## src/rtl/iopmp_check_arbiter.sv

```systemverilog
// IOPMP check arbiter: round-robin intake of master requests, then a serial walk
// of the shared entry table producing allow/deny plus an error-record capture pulse.
module iopmp_check_arbiter #(
  parameter  int NR_MASTERS = 2,
  parameter  int NR_MD      = 2,
  parameter  int NR_ENTRIES = 8,
  parameter  int PLEN       = 34,
  parameter  int IOPMP_LEN  = 32,
  localparam int SW         = (NR_MASTERS > 1) ? $clog2(NR_MASTERS) : 1,
  localparam int E          = NR_MD * NR_ENTRIES,
  localparam int EW         = (E > 1) ? $clog2(E) : 1
) (
  input  logic                                clk_i,
  input  logic                                rst_ni,
  input  logic [NR_MASTERS-1:0]               req_valid_i,
  output logic [NR_MASTERS-1:0]               req_ready_o,
  input  logic [NR_MASTERS-1:0][PLEN-1:0]     req_addr_i,
  input  logic [NR_MASTERS-1:0][7:0]          req_len_i,
  input  logic [NR_MASTERS-1:0]               req_write_i,
  input  logic [NR_MASTERS-1:0][NR_MD-1:0]    srcmd_md_i,
  input  logic                                iopmp_en_i,
  output logic [EW-1:0]                       entry_idx_o,
  input  logic [IOPMP_LEN-1:0]                entry_addr_i,
  input  logic [IOPMP_LEN-1:0]                entry_prev_addr_i,
  input  logic [7:0]                          entry_cfg_i,
  output logic                                rsp_valid_o,
  input  logic                                rsp_ready_i,
  output logic [SW-1:0]                       rsp_sid_o,
  output logic                                rsp_allow_o,
  output logic                                err_valid_o,
  output logic [SW-1:0]                       err_sid_o,
  output logic [PLEN-1:0]                     err_addr_o,
  output logic                                err_write_o,
  output logic [1:0]                          err_type_o,
  output logic                                busy_o
);

  typedef enum logic [1:0] {S_IDLE, S_WALK, S_RESP} state_t;

  state_t              r_state;
  logic [SW-1:0]       r_ptr;
  logic [SW-1:0]       r_sid;
  logic [PLEN-1:0]     r_addr;
  logic [PLEN-1:0]     r_last;
  logic                r_write;
  logic [NR_MD-1:0]    r_srcmd;
  logic [EW-1:0]       r_idx;
  logic                r_rsp_valid;
  logic                r_allow;
  logic                r_err_valid;
  logic [SW-1:0]       r_err_sid;
  logic [PLEN-1:0]     r_err_addr;
  logic                r_err_write;
  logic [1:0]          r_err_type;

  logic                w_found;
  logic [SW-1:0]       w_win;
  logic [SW:0]         w_cand;
  logic [SW-1:0]       w_next_ptr;
  logic [PLEN:0]       w_sum;
  logic                w_consider;
  logic                w_hit_a;
  logic                w_hit_b;
  logic                w_perm;
  logic [1:0]          w_mode;
  logic                w_unused_bits;

  function automatic logic entry_hit(input logic [1:0]           mode,
                                     input logic [IOPMP_LEN-1:0] x,
                                     input logic [IOPMP_LEN-1:0] ea,
                                     input logic [IOPMP_LEN-1:0] prev);
    logic [IOPMP_LEN-1:0] m;
    m = ea ^ (ea + IOPMP_LEN'(1));
    case (mode)
      2'd1:    entry_hit = (prev <= x) && (x < ea);
      2'd2:    entry_hit = (x == ea);
      2'd3:    entry_hit = ((x ^ ea) & ~m) == '0;
      default: entry_hit = 1'b0;
    endcase
  endfunction

  // Round-robin search starting at the pointer, wrapping modulo NR_MASTERS.
  always_comb begin
    w_found = 1'b0;
    w_win   = '0;
    w_cand  = '0;
    for (int unsigned k = 0; k < NR_MASTERS; k++) begin
      w_cand = {1'b0, r_ptr} + (SW+1)'(k);
      if (w_cand >= (SW+1)'(NR_MASTERS)) w_cand = w_cand - (SW+1)'(NR_MASTERS);
      if (!w_found && req_valid_i[w_cand[SW-1:0]]) begin
        w_found = 1'b1;
        w_win   = w_cand[SW-1:0];
      end
    end
    w_next_ptr = (w_win == SW'(NR_MASTERS-1)) ? '0 : w_win + SW'(1);
  end

  always_comb begin
    req_ready_o = '0;
    if (r_state == S_IDLE && rst_ni && w_found) req_ready_o[w_win] = 1'b1;
  end

  assign w_sum = {1'b0, req_addr_i[w_win]} + (PLEN+1)'(req_len_i[w_win]);

  always_comb begin
    w_consider = 1'b0;
    for (int unsigned m = 0; m < NR_MD; m++) begin
      if (r_srcmd[m] && (32'(r_idx) >= m*NR_ENTRIES) && (32'(r_idx) < (m+1)*NR_ENTRIES))
        w_consider = 1'b1;
    end
    w_mode = entry_cfg_i[4:3];
    if (w_mode == 2'd0) w_consider = 1'b0;
    w_hit_a = entry_hit(w_mode, r_addr[PLEN-1:2], entry_addr_i, entry_prev_addr_i);
    w_hit_b = entry_hit(w_mode, r_last[PLEN-1:2], entry_addr_i, entry_prev_addr_i);
    w_perm  = r_write ? entry_cfg_i[1] : entry_cfg_i[0];
  end

  assign w_unused_bits = ^{entry_cfg_i[7:5], entry_cfg_i[2], r_last[1:0]};

  always_ff @(posedge clk_i or negedge rst_ni) begin
    if (!rst_ni) begin
      r_state     <= S_IDLE;
      r_ptr       <= '0;
      r_sid       <= '0;
      r_addr      <= '0;
      r_last      <= '0;
      r_write     <= 1'b0;
      r_srcmd     <= '0;
      r_idx       <= '0;
      r_rsp_valid <= 1'b0;
      r_allow     <= 1'b0;
      r_err_valid <= 1'b0;
      r_err_sid   <= '0;
      r_err_addr  <= '0;
      r_err_write <= 1'b0;
      r_err_type  <= '0;
    end else begin
      r_err_valid <= 1'b0;
      case (r_state)
        S_IDLE: begin
          if (w_found) begin
            r_sid   <= w_win;
            r_addr  <= req_addr_i[w_win];
            r_last  <= w_sum[PLEN-1:0];
            r_write <= req_write_i[w_win];
            r_srcmd <= srcmd_md_i[w_win];
            r_ptr   <= w_next_ptr;
            r_idx   <= '0;
            if (!iopmp_en_i) begin
              r_state     <= S_RESP;
              r_rsp_valid <= 1'b1;
              r_allow     <= 1'b1;
            end else if (w_sum[PLEN]) begin
              r_state     <= S_RESP;
              r_rsp_valid <= 1'b1;
              r_allow     <= 1'b0;
              r_err_valid <= 1'b1;
              r_err_sid   <= w_win;
              r_err_addr  <= req_addr_i[w_win];
              r_err_write <= req_write_i[w_win];
              r_err_type  <= 2'd2;
            end else begin
              r_state <= S_WALK;
            end
          end
        end
        S_WALK: begin
          if (w_consider && (w_hit_a || w_hit_b)) begin
            r_state     <= S_RESP;
            r_rsp_valid <= 1'b1;
            r_idx       <= '0;
            r_allow     <= w_hit_a && w_hit_b && w_perm;
            if (!(w_hit_a && w_hit_b && w_perm)) begin
              r_err_valid <= 1'b1;
              r_err_sid   <= r_sid;
              r_err_addr  <= r_addr;
              r_err_write <= r_write;
              r_err_type  <= (w_hit_a && w_hit_b) ? 2'd3 : 2'd2;
            end
          end else if (r_idx == EW'(E-1)) begin
            r_state     <= S_RESP;
            r_rsp_valid <= 1'b1;
            r_idx       <= '0;
            r_allow     <= 1'b0;
            r_err_valid <= 1'b1;
            r_err_sid   <= r_sid;
            r_err_addr  <= r_addr;
            r_err_write <= r_write;
            r_err_type  <= 2'd1;
          end else begin
            r_idx <= r_idx + EW'(1);
          end
        end
        S_RESP: begin
          if (rsp_ready_i) begin
            r_state     <= S_IDLE;
            r_rsp_valid <= 1'b0;
          end
        end
        default: r_state <= S_IDLE;
      endcase
    end
  end

  assign entry_idx_o = r_idx;
  assign rsp_valid_o = r_rsp_valid;
  assign rsp_sid_o   = r_sid;
  assign rsp_allow_o = r_allow;
  assign err_valid_o = r_err_valid;
  assign err_sid_o   = r_err_sid;
  assign err_addr_o  = r_err_addr;
  assign err_write_o = r_err_write;
  assign err_type_o  = r_err_type;
  assign busy_o      = (r_state != S_IDLE);

endmodule

```

## config.mk

```make
export PLATFORM = sky130hd
export DESIGN_NAME = iopmp_check_arbiter
export DESIGN_NICKNAME = d
export VERILOG_FILES = /design/src/rtl/iopmp_check_arbiter.sv
export SDC_FILE = /design/constraint.sdc
export NUM_CORES = 1
export LEC_CHECK = 0
export ABC_AREA = 1
export BUFFER_PORTS_ARGS = -buffer_cell sky130_fd_sc_hd__buf_4
export CAP_MARGIN = 5
export CORE_MARGIN = 3
export CORE_UTILIZATION = 45
export DETAILED_ROUTE_END_ITERATION = 12
export GPL_TIMING_DRIVEN = 0
export MAX_ROUTING_LAYER = met4
export PLACE_DENSITY = 0.74
export SETUP_SLACK_MARGIN = 0.15
export SLEW_MARGIN = 30
export SYNTH_ARGS = -nofsm -noshare
export SYNTH_HDL_FRONTEND = slang
export SYNTH_SLANG_ARGS = --single-unit
```

## constraint.sdc

```tcl
create_clock -name clk_i -period 7.5 [get_ports clk_i]
set_clock_uncertainty 0.1 [all_clocks]
set_input_delay 0.375 -clock clk_i [delete_from_list [all_inputs] [get_ports clk_i]]
set_output_delay 0.375 -clock clk_i [all_outputs]
set_load 0.02 [all_outputs]
```

### Yosys cells after proc, flatten, opt, wreduce, memory -nomap -nowiden

Cells that the tools add are included.

* bits in registers: 120
* input bits: 168
* word-level logic and storage cells: 169

* add/subtract/negate cells: 7
* magnitude comparators: 12
* eq/ne operators: 15
* muxes and demuxes: 88
* bitwise operators: 6
* reduce and logical (&&, ||, !) cells: 26

Operator list (number)
* 34-bit 2-to-1 mux: 8
* 32-bit bitwise XOR: 3
* 34-bit one-hot mux with 2 select lines: 1
* 32-bit bitwise AND: 2
* 32-bit equality test: 2
* 32-bit <= comparator: 2
* 32-bit logical NOT: 2
* 32-bit < comparator: 2
* 1-bit 2-to-1 mux: 48
* 34-bit by 8-bit adder with 35-bit output: 1
* 32-bit by 1-bit adder with 32-bit output (second input constant): 1
* 32-bit inverter: 1
* 2-bit 2-to-1 mux: 15
* 8-bit 2-to-1 mux: 2
* 4-bit 2-to-1 mux: 3
* 1-bit logical AND: 11
* 3-bit != test (second input constant): 3
* 1-bit one-hot mux with 3 select lines: 3
* 2-bit != test (second input constant): 4
* 1-bit one-hot mux with 2 select lines: 4
* 4-bit one-hot mux with 2 select lines: 1
* 2-bit equality test (second input constant): 3
* 1-bit by 2-bit < comparator with 1-bit output (second input constant): 3
* 2-bit one-hot mux with 3 select lines: 1
* other kinds (23): 28

### Longest topological paths before layout

* word-level depth: 15
* mapped depth: 25
* mapped depth without buffers: 23

### Worst setup path after synthesis

No wires, ideal clock.

* kind: reg-to-reg
* start: register r_ptr
* end: register r_last[28]
* setup time: 0.130 ns
* data arrival time: 2.908 ns
* setup slack: 4.361 ns
* cell stages (with the launch flop): 25
* buffers on the path: 2
* period minus slack after synthesis: 3.139 ns
* cells stage by stage: dfrtp_1 inv_2 nand2_2 nand2_4 inv_2 buf_4 buf_4 or2_2 o21ai_0 inv_1 ha_1 inv_1 o21bai_1 nor2_1 nor2_1 nor2_1 nand2_1 nand2_1 nor2_1 nand2_1 nor2_1 nand2_1 xnor2_1 nand2_1 o21ai_0

* word-level cells in the longest chain between the ends: 11
* elaborated cells between the ends (all ways): 23
* classes of those cells: add/sub (4); order compare (2); mux (14); reduce/logical (3)

RTL lines
* start, declared: RTL line 41 `logic [SW-1:0] r_ptr;`
* start signal, assigned: RTL line 147 `r_ptr <= w_next_ptr;`
* 1-bit by 2-bit >= comparator with 1-bit output or 1-bit subtractor (tied branches): RTL line 89 `if (w_cand >= (SW+1)'(NR_MASTERS)) w_cand = w_cand - (SW+1)'(NR_MASTERS);`
* 1-bit 2-to-1 mux: RTL line 89
* 1-bit 2-to-1 mux (not written as such) (2 in series): RTL line 90 `if (!w_found && req_valid_i[w_cand[SW-1:0]]) begin`
* 1-bit 2-to-1 mux: RTL line 90
* 1-bit logical NOT: RTL line 90
* 1-bit logical AND: RTL line 90
* 1-bit 2-to-1 mux: RTL line 90
* 34-bit 2-to-1 mux (not written as such) or 8-bit 2-to-1 mux (tied branches) (2 in series): RTL line 103 `assign w_sum = {1'b0, req_addr_i[w_win]} + (PLEN+1)'(req_len_i[w_win]);`
* 34-bit by 8-bit adder with 35-bit output: RTL line 103
* end signal, assigned: RTL line 144 `r_last <= w_sum[PLEN-1:0];`
* end, declared: RTL line 44 `logic [PLEN-1:0] r_last;`

Several ways; a longest one is shown, not always the timed one. The select of a mux whose other input is x is not followed.
A chain may end at the register's enable or synchronous reset.

### Final worst setup path

Same ends and word-level chain as after synthesis.

==> results_dict.tcl <==
set metrics [dict create \
    muxShareOfSynthArea_pct 0.0906 \
    fillCellCount 2301 \
    internal_power_mw 2.50 \
    hp-start "srcmd_md_i[2]" \
    area_delta_synth_final_pct 24.5 \
    dr.first_iter.drc_count 921 \
    cts.reportedPaths.clkPinSlew_ps 60 \
    viasPerCell 5.29 \
    cts_made_buffers 17 \
    seq_area_um2 2950 \
    synth_ff_type "dfrtp_1" \
    rsz0062_at_grt "false" \
    tightest_slew_ps 1030 \
    yosys.area_share.simple_pct 33.5 \
    nets 2218 \
    hold_viol 0 \
    cp-end-kind "flop" \
    crit_required_ps 7680 \
    post-dp-hpwl_mm 32.6 \
    r2r_cells 23 \
    p_leak_nw 7.52 \
    drv_slew 0 \
    synth-seq-cells 118 \
    fmax_ghz 0.220 \
    ant_nets 0 \
    critPathKind "reg -> reg" \
    grt-ovfl-total 0 \
    routed-via-count 11900 \
    grt_pass1_vias 11400 \
    dieArea_um2 26500 \
    synth-edff-count 0 \
    core_area_um2 23800 \
    synthArstFlopShare_pct 100 \
    setup.worst_path.start "r_ptr$_DFFE_PN0P_" \
    clkLatencyLatePin_ps 420 \
    multiInputGateArea_um2 6910 \
    critPathLaunchType "flop" \
    pwr-share-clk_pct 19.9 \
    crit_end "r_last[28]$_DFFE_PN0P_" \
    drc 0 \
    comb_power_share_pct 53.6 \
    cts_tree "built" \
    placed_area_um2 13100 \
    grt_antenna_before_repair 0 \
    synth-compound-area-share_pct 12.5 \
    yosysTopAreaCell "dfrtp_1" \
    r2r_slack_ps 2950 \
    synth-xor-area-share_pct 0.793 \
    ios 217 \
    diodes 0 \
    grt_max_degree 86 \
    ir_drop_v 0.000187 \
    reg2reg_from "r_ptr$_DFFE_PN0P_" \
    drive_gt1_share_pct 16.7 \
    drt_wl_total_mm 39.2 \
    setup_viol 0 \
    regToRegEndpoint "r_last[28]$_DFFE_PN0P_" \
    holdPathStages 3 \
    pwr-share-seq_pct 26.5 \
    clock_sinks 118 \
    layout_common_cells "523 x nand2_1, 249 x inv_1, 220 x buf_4" \
    grt_util_all_layers_pct 30.1 \
    switching_power_mw 2.18 \
    ctsHtreeMaxLevel 4 \
    chipWidth_um 163 \
    cts_root_buf "clkbuf_16" \
    final_common_cell "nand2_1" \
    status "completed" \
    power_density_nw_per_um2 340 \
    place_inst 2211 \
    final_util_pct 57.8 \
    ys_seq_area_share_pct 26.7 \
    period_share_pct 60.7 \
    ys_warn_count 0 \
    fin_area_um2 13800 \
    grt_pass1_wl_mm 60.4 \
    clock_path_buffers 2 \
    fp.dieH_um 163 \
    first_pass_iters 6 \
    syn_nets 1985 \
    synth.distinct_cells 42 \
    cap_viol_max_count 0 \
    max_slew_margin_pct 30.4 \
    synth.avg_cell_area_um2 6.58 \
    wl_per_cell_um 17.5 \
    syn-instance-count 1679 \
    tns_ps 0 \
    crit_fanout 10 \
    hp-class "in -> reg" \
    synth-adder-area-share_pct 15.6 \
    synth_top_area_share_pct 26.7 \
    period_needed_ps 4550 \
    synth_area_leaders "dfrtp_1 27%, nand2_1 18%, ha_1 16%" \
    cts_resized 0 \
    rows 56 \
    synth_top_family_by_area "simple AND/OR/NAND/NOR gates" \
    initial_core_util_pct 46.4 \
    syn-cell-area_um2 11000 \
    critPathArrivalTime_ps 4730 \
    fin_cells 2244 \
    place_congestion 0.975 \
    port_buffers 212 \
    switching_share_pct 46.6 \
]
-- per-stage QoR --
stage | hold slack (ps) | setup slack (ps) | total power [mW]
final | 124 | 2950 | 4.68
after global routing | 132 | 2720 | 5.06
after CTS | 127 | 3000 | 4.64
after detailed placement | 161 | 3010 | 3.70
after global placement | 367 | 3030 | 3.62
after floorplan | -20.6 | 4360 | 2.77
-- worst min-delay path by stage --
stage | to | slack (ps)
final | r_srcmd[0]$_DFFE_PN0P_ | 120
after global routing | r_srcmd[1]$_DFFE_PN0P_ | 130
after CTS | r_srcmd[1]$_DFFE_PN0P_ | 130
after detailed placement | err_addr_o[33]$_DFFE_PN0P_ | 160
after global placement | r_addr[1]$_DFFE_PN0P_ | 370
after floorplan | entry_idx_o[0]$_DFFE_PN0P_ | -20
-- critical path: stages, from the launching register on --
cell      delay [ps]
dfrtp_1          380
inv_2             80
nand2_2           60
nand2_4          130
buf_2            300
clkbuf_1         480
buf_1            550
nand2_1          100
nand2_1          100
ha_1             190
inv_1             80
o21bai_1         180
nor2_1            70
nor2_1           100
nor2_1            50
nand2_1          200
nand2_1          110
nor2_1           310
nand2_1          180
nor2_1           260
nand2_1          100
xnor2_1          130
nand2_1           70
o21ai_0           90
-- Yosys cell counts, types with 2 or more instances --
master,instances
nand2_2,7
o22ai_1,5
xnor2_1,4
o221ai_1,5
nand4_1,24
o21ai_0,115
o31ai_1,3
buf_1,2
dfrtp_1,118
clkbuf_1,25
nand3b_1,7
o21bai_1,8
nand3_2,21
buf_6,3
inv_2,6
nor3_1,21
a22oi_1,3
inv_1,249
ha_1,138
or2_2,18
nand3_1,74
a21oi_1,84
nor4_1,7
nor2_1,149
o21ai_1,6
xor2_1,6
nor2_4,3
buf_4,9
a211oi_1,2
clkinv_1,2
o211ai_1,8
nor2_2,2
buf_2,4
o21a_1,11
nand2_1,523
-- final cells by class --
type,count,area share (%)
Clock buffer,21,3.49
Buffer,43,1.62
Tap cell,319,2.90
Clock inverter,11,1.42
Multi-Input combinational cell,1261,50.2
Inverter,257,7.01
Timing Repair Buffer,214,11.9
Sequential cell,118,21.5
-- timing repair --
item	in CTS	in global routing
hold buffers	1	0
setup buffers	0	0
hold endpoints to repair	33	0
-- per-layer routing --
layer  vias up  part of all wire, %  track usage [%]
met5         -                    0                -
met3        78                  7.9             4.76
met1      5424                   44             40.2
met2       496                   45             48.0
met4         0                  3.0             7.88
li1       5878                    -                -
-- registers in the layout, indices dropped and copies added, names as in the netlist, 2 cells and up --
name and flops:
err_type_o 2, r_addr 34, r_srcmd 2, r_last 32, err_addr_o 34, r_state 2
entry_idx_o 4
-- logic make-up after synthesis --
| logic type | Yosys count |
|---|---|
| AND/OR/NAND/NOR | 860 |
| buffers and inverters | 300 |
| AO/OA/AOI/OAI | 252 |
| adder cells (fa/ha/maj) | 138 |
| flip-flops | 118 |
| XOR/XNOR | 10 |
| multiplexers | 1 |
-- power by group through the flow --
stage | Combinational [mW] | Sequential (mW) | Clock, mW
final | 2.51 | 1.24 | 0.931
after global routing | 2.84 | 1.27 | 0.955
after CTS | 2.49 | 1.23 | 0.929
after detailed placement | 2.47 | 1.23 | 0
after global placement | 2.40 | 1.22 | 0
after floorplan | 1.55 | 1.22 | 0
Power figures use the tool's default switching activity.
